`src/rtl/mem_access_ctrl.sv`:
```
`default_nettype none
// ============================================================================
// Module      : mem_access_ctrl
// Description : Control-unit side initiator for the byte-addressed RAM
//               Enable/OpCode/MFC/MSET handshake. Accepts one request,
//               checks opcode legality and alignment, splits LDD/STD into
//               two word accesses (addr, addr+4) and reports load data or a
//               fault code for the trap logic.
// Ports       : Clk/Clr            clock, async active-low reset
//               Req/ReqOp/ReqAddr  request (sampled only while Ready=1)
//               WrData0/WrData1    store data (second word for STD)
//               Ready/Done         idle flag, one-cycle completion pulse
//               Fault/FaultCode    00 illegal, 01 misaligned, 10 MSET, 11 timeout
//               RdData0/RdData1    load results (RdData1 = second LDD word)
//               Enable/OpCode/MAR_Address/MDR_DataIn  memory bus outputs
//               MDR_DataOut/MFC/MSET                  memory bus inputs
// Revision    : 1.0 - initial release
// ============================================================================
module mem_access_ctrl #(
    parameter int TIMEOUT = 15
) (
    input  logic        Clk,
    input  logic        Clr,
    input  logic        Req,
    input  logic [5:0]  ReqOp,
    input  logic [31:0] ReqAddr,
    input  logic [31:0] WrData0,
    input  logic [31:0] WrData1,
    output logic        Ready,
    output logic        Done,
    output logic        Fault,
    output logic [1:0]  FaultCode,
    output logic [31:0] RdData0,
    output logic [31:0] RdData1,
    output logic        Enable,
    output logic [5:0]  OpCode,
    output logic [31:0] MAR_Address,
    output logic [31:0] MDR_DataIn,
    input  logic [31:0] MDR_DataOut,
    input  logic        MFC,
    input  logic        MSET
);

    localparam logic [1:0] c_IDLE  = 2'd0;
    localparam logic [1:0] c_SETUP = 2'd1;
    localparam logic [1:0] c_WAIT  = 2'd2;
    localparam logic [1:0] c_DONE  = 2'd3;

    localparam logic [5:0] c_OP_LD   = 6'b000000;
    localparam logic [5:0] c_OP_LDUB = 6'b000001;
    localparam logic [5:0] c_OP_LDUH = 6'b000010;
    localparam logic [5:0] c_OP_LDD  = 6'b000011;
    localparam logic [5:0] c_OP_ST   = 6'b000100;
    localparam logic [5:0] c_OP_STB  = 6'b000101;
    localparam logic [5:0] c_OP_STH  = 6'b000110;
    localparam logic [5:0] c_OP_STD  = 6'b000111;
    localparam logic [5:0] c_OP_LDSB = 6'b001001;
    localparam logic [5:0] c_OP_LDSH = 6'b001010;

    localparam logic [1:0] c_FC_ILLEGAL  = 2'b00;
    localparam logic [1:0] c_FC_MISALIGN = 2'b01;
    localparam logic [1:0] c_FC_STORE    = 2'b10;
    localparam logic [1:0] c_FC_TIMEOUT  = 2'b11;

    localparam int                 c_CNT_W   = $clog2(TIMEOUT + 1);
    localparam logic [c_CNT_W-1:0] c_CNT_MAX = c_CNT_W'(TIMEOUT);
    localparam logic [c_CNT_W-1:0] c_CNT_ONE = c_CNT_W'(1);

    logic [1:0]         r_state;
    logic [5:0]         r_op;
    logic               r_second;
    logic [c_CNT_W-1:0] r_cnt;
    logic [31:0]        r_wdata1;
    logic               r_fault;
    logic [1:0]         r_code;
    logic [31:0]        r_rd0;
    logic [31:0]        r_rd1;
    logic               r_enable;
    logic [5:0]         r_opcode;
    logic [31:0]        r_mar;
    logic [31:0]        r_mdr;

    logic               w_legal;
    logic               w_aligned;
    logic [5:0]         w_mem_op;
    logic               w_is_load;
    logic               w_is_dbl;

    // Request decode, evaluated on the live request inputs while idle.
    always_comb begin
        w_legal   = 1'b1;
        w_aligned = 1'b1;
        w_mem_op  = ReqOp;
        case (ReqOp)
            c_OP_LD, c_OP_ST:              w_aligned = (ReqAddr[1:0] == 2'b00);
            c_OP_LDD: begin
                w_aligned = (ReqAddr[2:0] == 3'b000);
                w_mem_op  = c_OP_LD;
            end
            c_OP_STD: begin
                w_aligned = (ReqAddr[2:0] == 3'b000);
                w_mem_op  = c_OP_ST;
            end
            c_OP_LDUH, c_OP_STH, c_OP_LDSH: w_aligned = ~ReqAddr[0];
            c_OP_LDUB, c_OP_STB, c_OP_LDSB: w_aligned = 1'b1;
            default:                        w_legal   = 1'b0;
        endcase
    end

    // Properties of the latched request.
    always_comb begin
        w_is_dbl  = (r_op == c_OP_LDD) || (r_op == c_OP_STD);
        w_is_load = (r_op == c_OP_LD)   || (r_op == c_OP_LDUB) || (r_op == c_OP_LDUH) ||
                    (r_op == c_OP_LDD)  || (r_op == c_OP_LDSB) || (r_op == c_OP_LDSH);
    end

    always_ff @(posedge Clk or negedge Clr) begin
        if (!Clr) begin
            r_state  <= c_IDLE;
            r_op     <= '0;
            r_second <= 1'b0;
            r_cnt    <= '0;
            r_wdata1 <= '0;
            r_fault  <= 1'b0;
            r_code   <= '0;
            r_rd0    <= '0;
            r_rd1    <= '0;
            r_enable <= 1'b0;
            r_opcode <= '0;
            r_mar    <= '0;
            r_mdr    <= '0;
        end else begin
            case (r_state)
                c_IDLE: begin
                    if (Req) begin
                        r_op     <= ReqOp;
                        r_wdata1 <= WrData1;
                        r_second <= 1'b0;
                        r_fault  <= 1'b0;
                        r_code   <= '0;
                        if (!w_legal) begin
                            r_fault <= 1'b1;
                            r_code  <= c_FC_ILLEGAL;
                            r_state <= c_DONE;
                        end else if (!w_aligned) begin
                            r_fault <= 1'b1;
                            r_code  <= c_FC_MISALIGN;
                            r_state <= c_DONE;
                        end else begin
                            r_mar    <= ReqAddr;
                            r_mdr    <= WrData0;
                            r_opcode <= w_mem_op;
                            r_state  <= c_SETUP;
                        end
                    end
                end
                c_SETUP: begin
                    // The bus has been stable for a full cycle; one level
                    // change of Enable launches exactly one access.
                    r_enable <= ~r_enable;
                    r_cnt    <= '0;
                    r_state  <= c_WAIT;
                end
                c_WAIT: begin
                    if (r_cnt == '0) begin
                        // Settle cycle: MFC from the previous access may
                        // still be high, so nothing is sampled here.
                        r_cnt <= c_CNT_ONE;
                    end else if (MSET) begin
                        r_fault <= 1'b1;
                        r_code  <= c_FC_STORE;
                        r_state <= c_DONE;
                    end else if (MFC) begin
                        if (w_is_load) begin
                            if (r_second) begin
                                r_rd1 <= MDR_DataOut;
                            end else begin
                                r_rd0 <= MDR_DataOut;
                            end
                        end
                        if (w_is_dbl && !r_second) begin
                            r_second <= 1'b1;
                            r_mar    <= r_mar + 32'd4;
                            r_mdr    <= r_wdata1;
                            r_state  <= c_SETUP;
                        end else begin
                            r_state <= c_DONE;
                        end
                    end else if (r_cnt == c_CNT_MAX) begin
                        r_fault <= 1'b1;
                        r_code  <= c_FC_TIMEOUT;
                        r_state <= c_DONE;
                    end else begin
                        r_cnt <= r_cnt + c_CNT_ONE;
                    end
                end
                c_DONE: begin
                    r_state <= c_IDLE;
                end
                default: begin
                    r_state <= c_IDLE;
                end
            endcase
        end
    end

    // Ready is forced low while reset is asserted so every output reads 0.
    assign Ready       = (r_state == c_IDLE) && Clr;
    assign Done        = (r_state == c_DONE);
    assign Fault       = r_fault;
    assign FaultCode   = r_code;
    assign RdData0     = r_rd0;
    assign RdData1     = r_rd1;
    assign Enable      = r_enable;
    assign OpCode      = r_opcode;
    assign MAR_Address = r_mar;
    assign MDR_DataIn  = r_mdr;

endmodule
`default_nettype wire

```
`config.mk`:
```
export PLATFORM = sky130hd
export DESIGN_NAME = mem_access_ctrl
export DESIGN_NICKNAME = d
export VERILOG_FILES = /design/src/rtl/mem_access_ctrl.sv
export SDC_FILE = /design/constraint.sdc
export NUM_CORES = 1
export LEC_CHECK = 0
export ABC_AREA = 1
export CAP_MARGIN = 25
export CORE_ASPECT_RATIO = 1.75
export CORE_UTILIZATION = 35
export CTS_CLUSTER_DIAMETER = 80
export DETAILED_ROUTE_END_ITERATION = 10
export PLACE_DENSITY_LB_ADDON = 0.2
export SLEW_MARGIN = 20
export SYNTH_ARGS = -nofsm -noshare
export SYNTH_HDL_FRONTEND = slang
export SYNTH_SLANG_ARGS = --single-unit
```
`constraint.sdc`:
```
create_clock -name Clk -period 1.9 [get_ports Clk]
set_clock_uncertainty 0.05 [all_clocks]
set_input_delay 0.38 -clock Clk [delete_from_list [all_inputs] [get_ports Clk]]
set_output_delay 0.38 -clock Clk [all_outputs]
set_load 0.005 [all_outputs]
```
==> results.py <==
metrics = {
    "run_status": {
        "outcome": "finished clean",
    },
    "sta": {
        "drv_slew": 0,
        "fin_ws_ns": 0.03852,
        "fin_crit_ns": 1.861,
        "min_period_over_period": 0.9797,
        "max-slew-margin-rel": 0.5878,
        "setup_tns_ns": 0,
        "final-setup-viol-count": 0,
        "fmax_mhz": 537.2,
        "tightest_slew_ns": 0.6183,
        "rsz0062_at_grt": "no",
        "hold_violations": 0,
    },
    "power": {
        "p_switching_mw": 8.344,
        "clkPwrFrac": 0.164,
        "p_per_area_nw_per_um2": 1533,
        "p_leak_nw": 7.045,
        "internal-power_mw": 13.02,
        "power_frac_seq": 0.314,
        "swShare": 0.3906,
        "p_comb_frac": 0.522,
        "ir_drop_mv": 0.6750,
    },
    "setup_path": {
        "path_class": "reg -> out",
        "worst_ep_required_time_ns": 1.47,
        "timing.critical_path.max_delay_family": "buffers and inverters",
        "path_cells": "clkdlybuf4s50_1",
        "cpMaxStageDelayCell": "clkdlybuf4s50_1",
        "crit_path_start_kind": "register",
        "endpoint_kind": "primary output",
        "worstPathMaxFanout": 5,
        "worstPathArrival_ns": 1.43,
        "cp_num_buf_inv": 1,
        "slowest_delay_ns": 0.55,
    },
    "floorplanning": {
        "num_io_pins": 279,
        "die-area_um2": 26620,
        "rows": 77,
        "die_y_um": 215.1,
        "core_area_um2": 25340,
        "initial_utilization": 0.3584,
        "die_w_um": 123.8,
    },
    "global_route": {
        "grt_pass1_vias": 9338,
        "grt_max_degree": 97,
        "grt_antenna_before_repair": 3,
        "grtUsageTotal": 0.2412,
        "overflow": 0,
        "grt_pass1_wl_um": 48780,
    },
    "finish": {
        "synthToLayoutAreaGrowth_pct": 53.47,
        "layout-drive-gt1-share": 0.1217,
        "num-fill-cells": 2424,
        "fin_nets": 1739,
    },
    "clock_network": {
        "cts_made_buffers": 17,
        "htreeDepth": 4,
        "insertion_delay_ns": 0.45,
        "cts_buffer_depth": 2,
        "clk_pin_slew_worst_paths_ns": 0.07,
        "cts-root-buf": "clkbuf_16",
        "cts_tree": "yes",
        "cts_sinks": 183,
    },
    "route": {
        "vias_per_cell": 4.942,
        "drt_first_pass_iters": 5,
        "wirelength_um": 33700,
        "drcViolationCount": 0,
        "ant_nets": 0,
        "wl_per_cell_um": 17.49,
        "via_count": 9524,
        "drt_iter0_markers": 581,
    },
    "synthesis": {
        "synth_seq_cells": 183,
        "synth_cell_types": 25,
        "avgSynthCellArea_um2": 7.242,
        "yosysSeqAreaShare": 0.5043,
        "syn_inst": 1254,
        "synthDominantCellAreaShare": 0.5043,
        "synth_area_leader_cell": "dfrtp_1",
        "synth_nets": 1396,
        "syn_area_um2": 9081,
        "yosys-top-cells-area": "dfrtp_1 50%, nand2_1 27%, nand3_1 5.6%",
        "yosys_warnings": 0,
    },
    "hold_path": {
        "worst_hold_path_type": "in -> reg",
    },
    "placement": {
        "dp_hpwl_um": 22950,
        "gp_congestion": 0.9818,
        "port-buffer-count": 278,
        "post-place-ws_ns": -0.4007,
    },
    "job": {
        "cap_violations": 0,
    },
}
-- layer usage --
metal | wire length (um) | track usage | up-vias
met3 | 2098 | 0.05679 | 79
met2 | 17610 | 0.4267 | 323
met1 | 12420 | 0.2565 | 4508
li1 | - | - | 4610
met5 | 27 | 0 | -
met4 | 1554 | 0.1317 | 4
-- registers in the layout (all words and copies together) (netlist names) --
register / count
MAR_Address: 32
Enable: 1
RdData1: 32
r_state: 2
r_second: 1
FaultCode: 2
r_op: 6
Fault: 1
r_cnt: 4
MDR_DataIn: 32
RdData0: 32
r_wdata1: 32
OpCode: 6
-- repair_timing --
action	in CTS	in global routing
gates cloned	0	15
hold buffers	1	0
resized for setup	16	61
setup endpoints to repair	14	133
hold endpoints to repair	75	0
pin swaps	2	16
buffers inserted	10	4
-- synth_stat cells --
library cell and n:
a21oi_1 9, o21bai_1 2, nand3_4 1, nand4_1 7
nor2_1 71, xor2_1 2, xnor2_1 1, nand2_2 1
nand3_1 102, buf_2 19, clkbuf_1 25, nor2_4 2
nand2_1 656, buf_1 4, nor3b_1 1, o21ai_0 88
ha_1 3, buf_6 10, o31ai_1 2, buf_4 2
inv_1 53, dfrtp_1 183, or2_2 6, nor2_2 1
inv_2 3
-- cell families (layout without fill, tap and decap cells) --
group           Yosys count  count (layout)  share of synthesized area
xor+xnor                  3               3                   0.002894
compound gates          101             101                    0.05676
fa+ha+maj                 3               3                   0.004134
flops                   183             183                     0.5043
other cells               0               1                          0
simple gates            848             849                     0.3723
buf+inv                 116             471                    0.05966
-- power groups by stage --
stage               clock network (mW)  registers [mW]  logic, mW
floorplan                            0            6.65       4.52
detailed placement                   0            6.76       9.69
CTS                               3.58            6.69       9.94
global placement                     0            6.72       9.55
finish                            3.50            6.71       11.2
global route                      3.70            6.91       12.3
-- worst paths after layout --
check / from / end / slack (ns) / depth (start not counted)
min in group asynchronous: Clr / MAR_Address[25] / 0.49 / 3
hold / removal: ReqOp[5] / r_op[5] / 0.18 / 3
max in group asynchronous: Clr / MAR_Address[17] / 0.76 / 3
setup / recovery: MAR_Address[6] / MAR_Address[6] / 0.04 / 1
setup reg to reg: MAR_Address[2] / MAR_Address[27] / 0.10 / 14
hold reg to reg: OpCode[4] / OpCode[4] / 0.42 / 2
-- final cells by class --
class | instances | area [um2] | area share
multi-input combinational | 956 | 4104 | 0.2945
timing repair buffer | 383 | 4053 | 0.2908
inverter | 56 | 217.7 | 0.01562
sequential | 183 | 4598 | 0.3299
clock buffer | 20 | 446.7 | 0.03205
clock inverter | 12 | 120.1 | 0.008618
tap | 316 | 395.4 | 0.02837
antenna | 1 | 2.502 | 0.0001795
-- through the flow --
stage	utilization	cell area [um2]	hold slack (ns)	total power [mW]	instances
floorplan	-	9081	0.03441	11.17	1254
global placement	0.5020	12720	0.4010	16.27	1865
detailed placement	0.5020	12720	0.4058	16.45	1865
CTS	0.5285	13390	0.3987	20.21	1908
global route	0.5500	13940	0.1754	22.86	1927
finish	0.5500	13940	0.1769	21.37	1927
-- layout by cell type, fill, tap and decap left out, types with 3 or more instances in the layout --
master           count
dfrtp_1            168
clkdlybuf4s50_1    265
o21ai_0             85
buf_6                8
nand4_1              7
nor2_2               8
or2_2                6
nand2_2              8
nor2_4               5
dlymetal6s2s_1       9
a21oi_1              9
buf_4               67
nor2_1              61
nand3_2              5
clkinv_4             4
inv_1               51
clkbuf_16           29
nand2_1            646
nand2_4              3
nand3_1             96
buf_12              16
inv_2                3
inv_6                4
dfrtp_2             15
No activity file was read; power rests on OpenSTA's default activity.
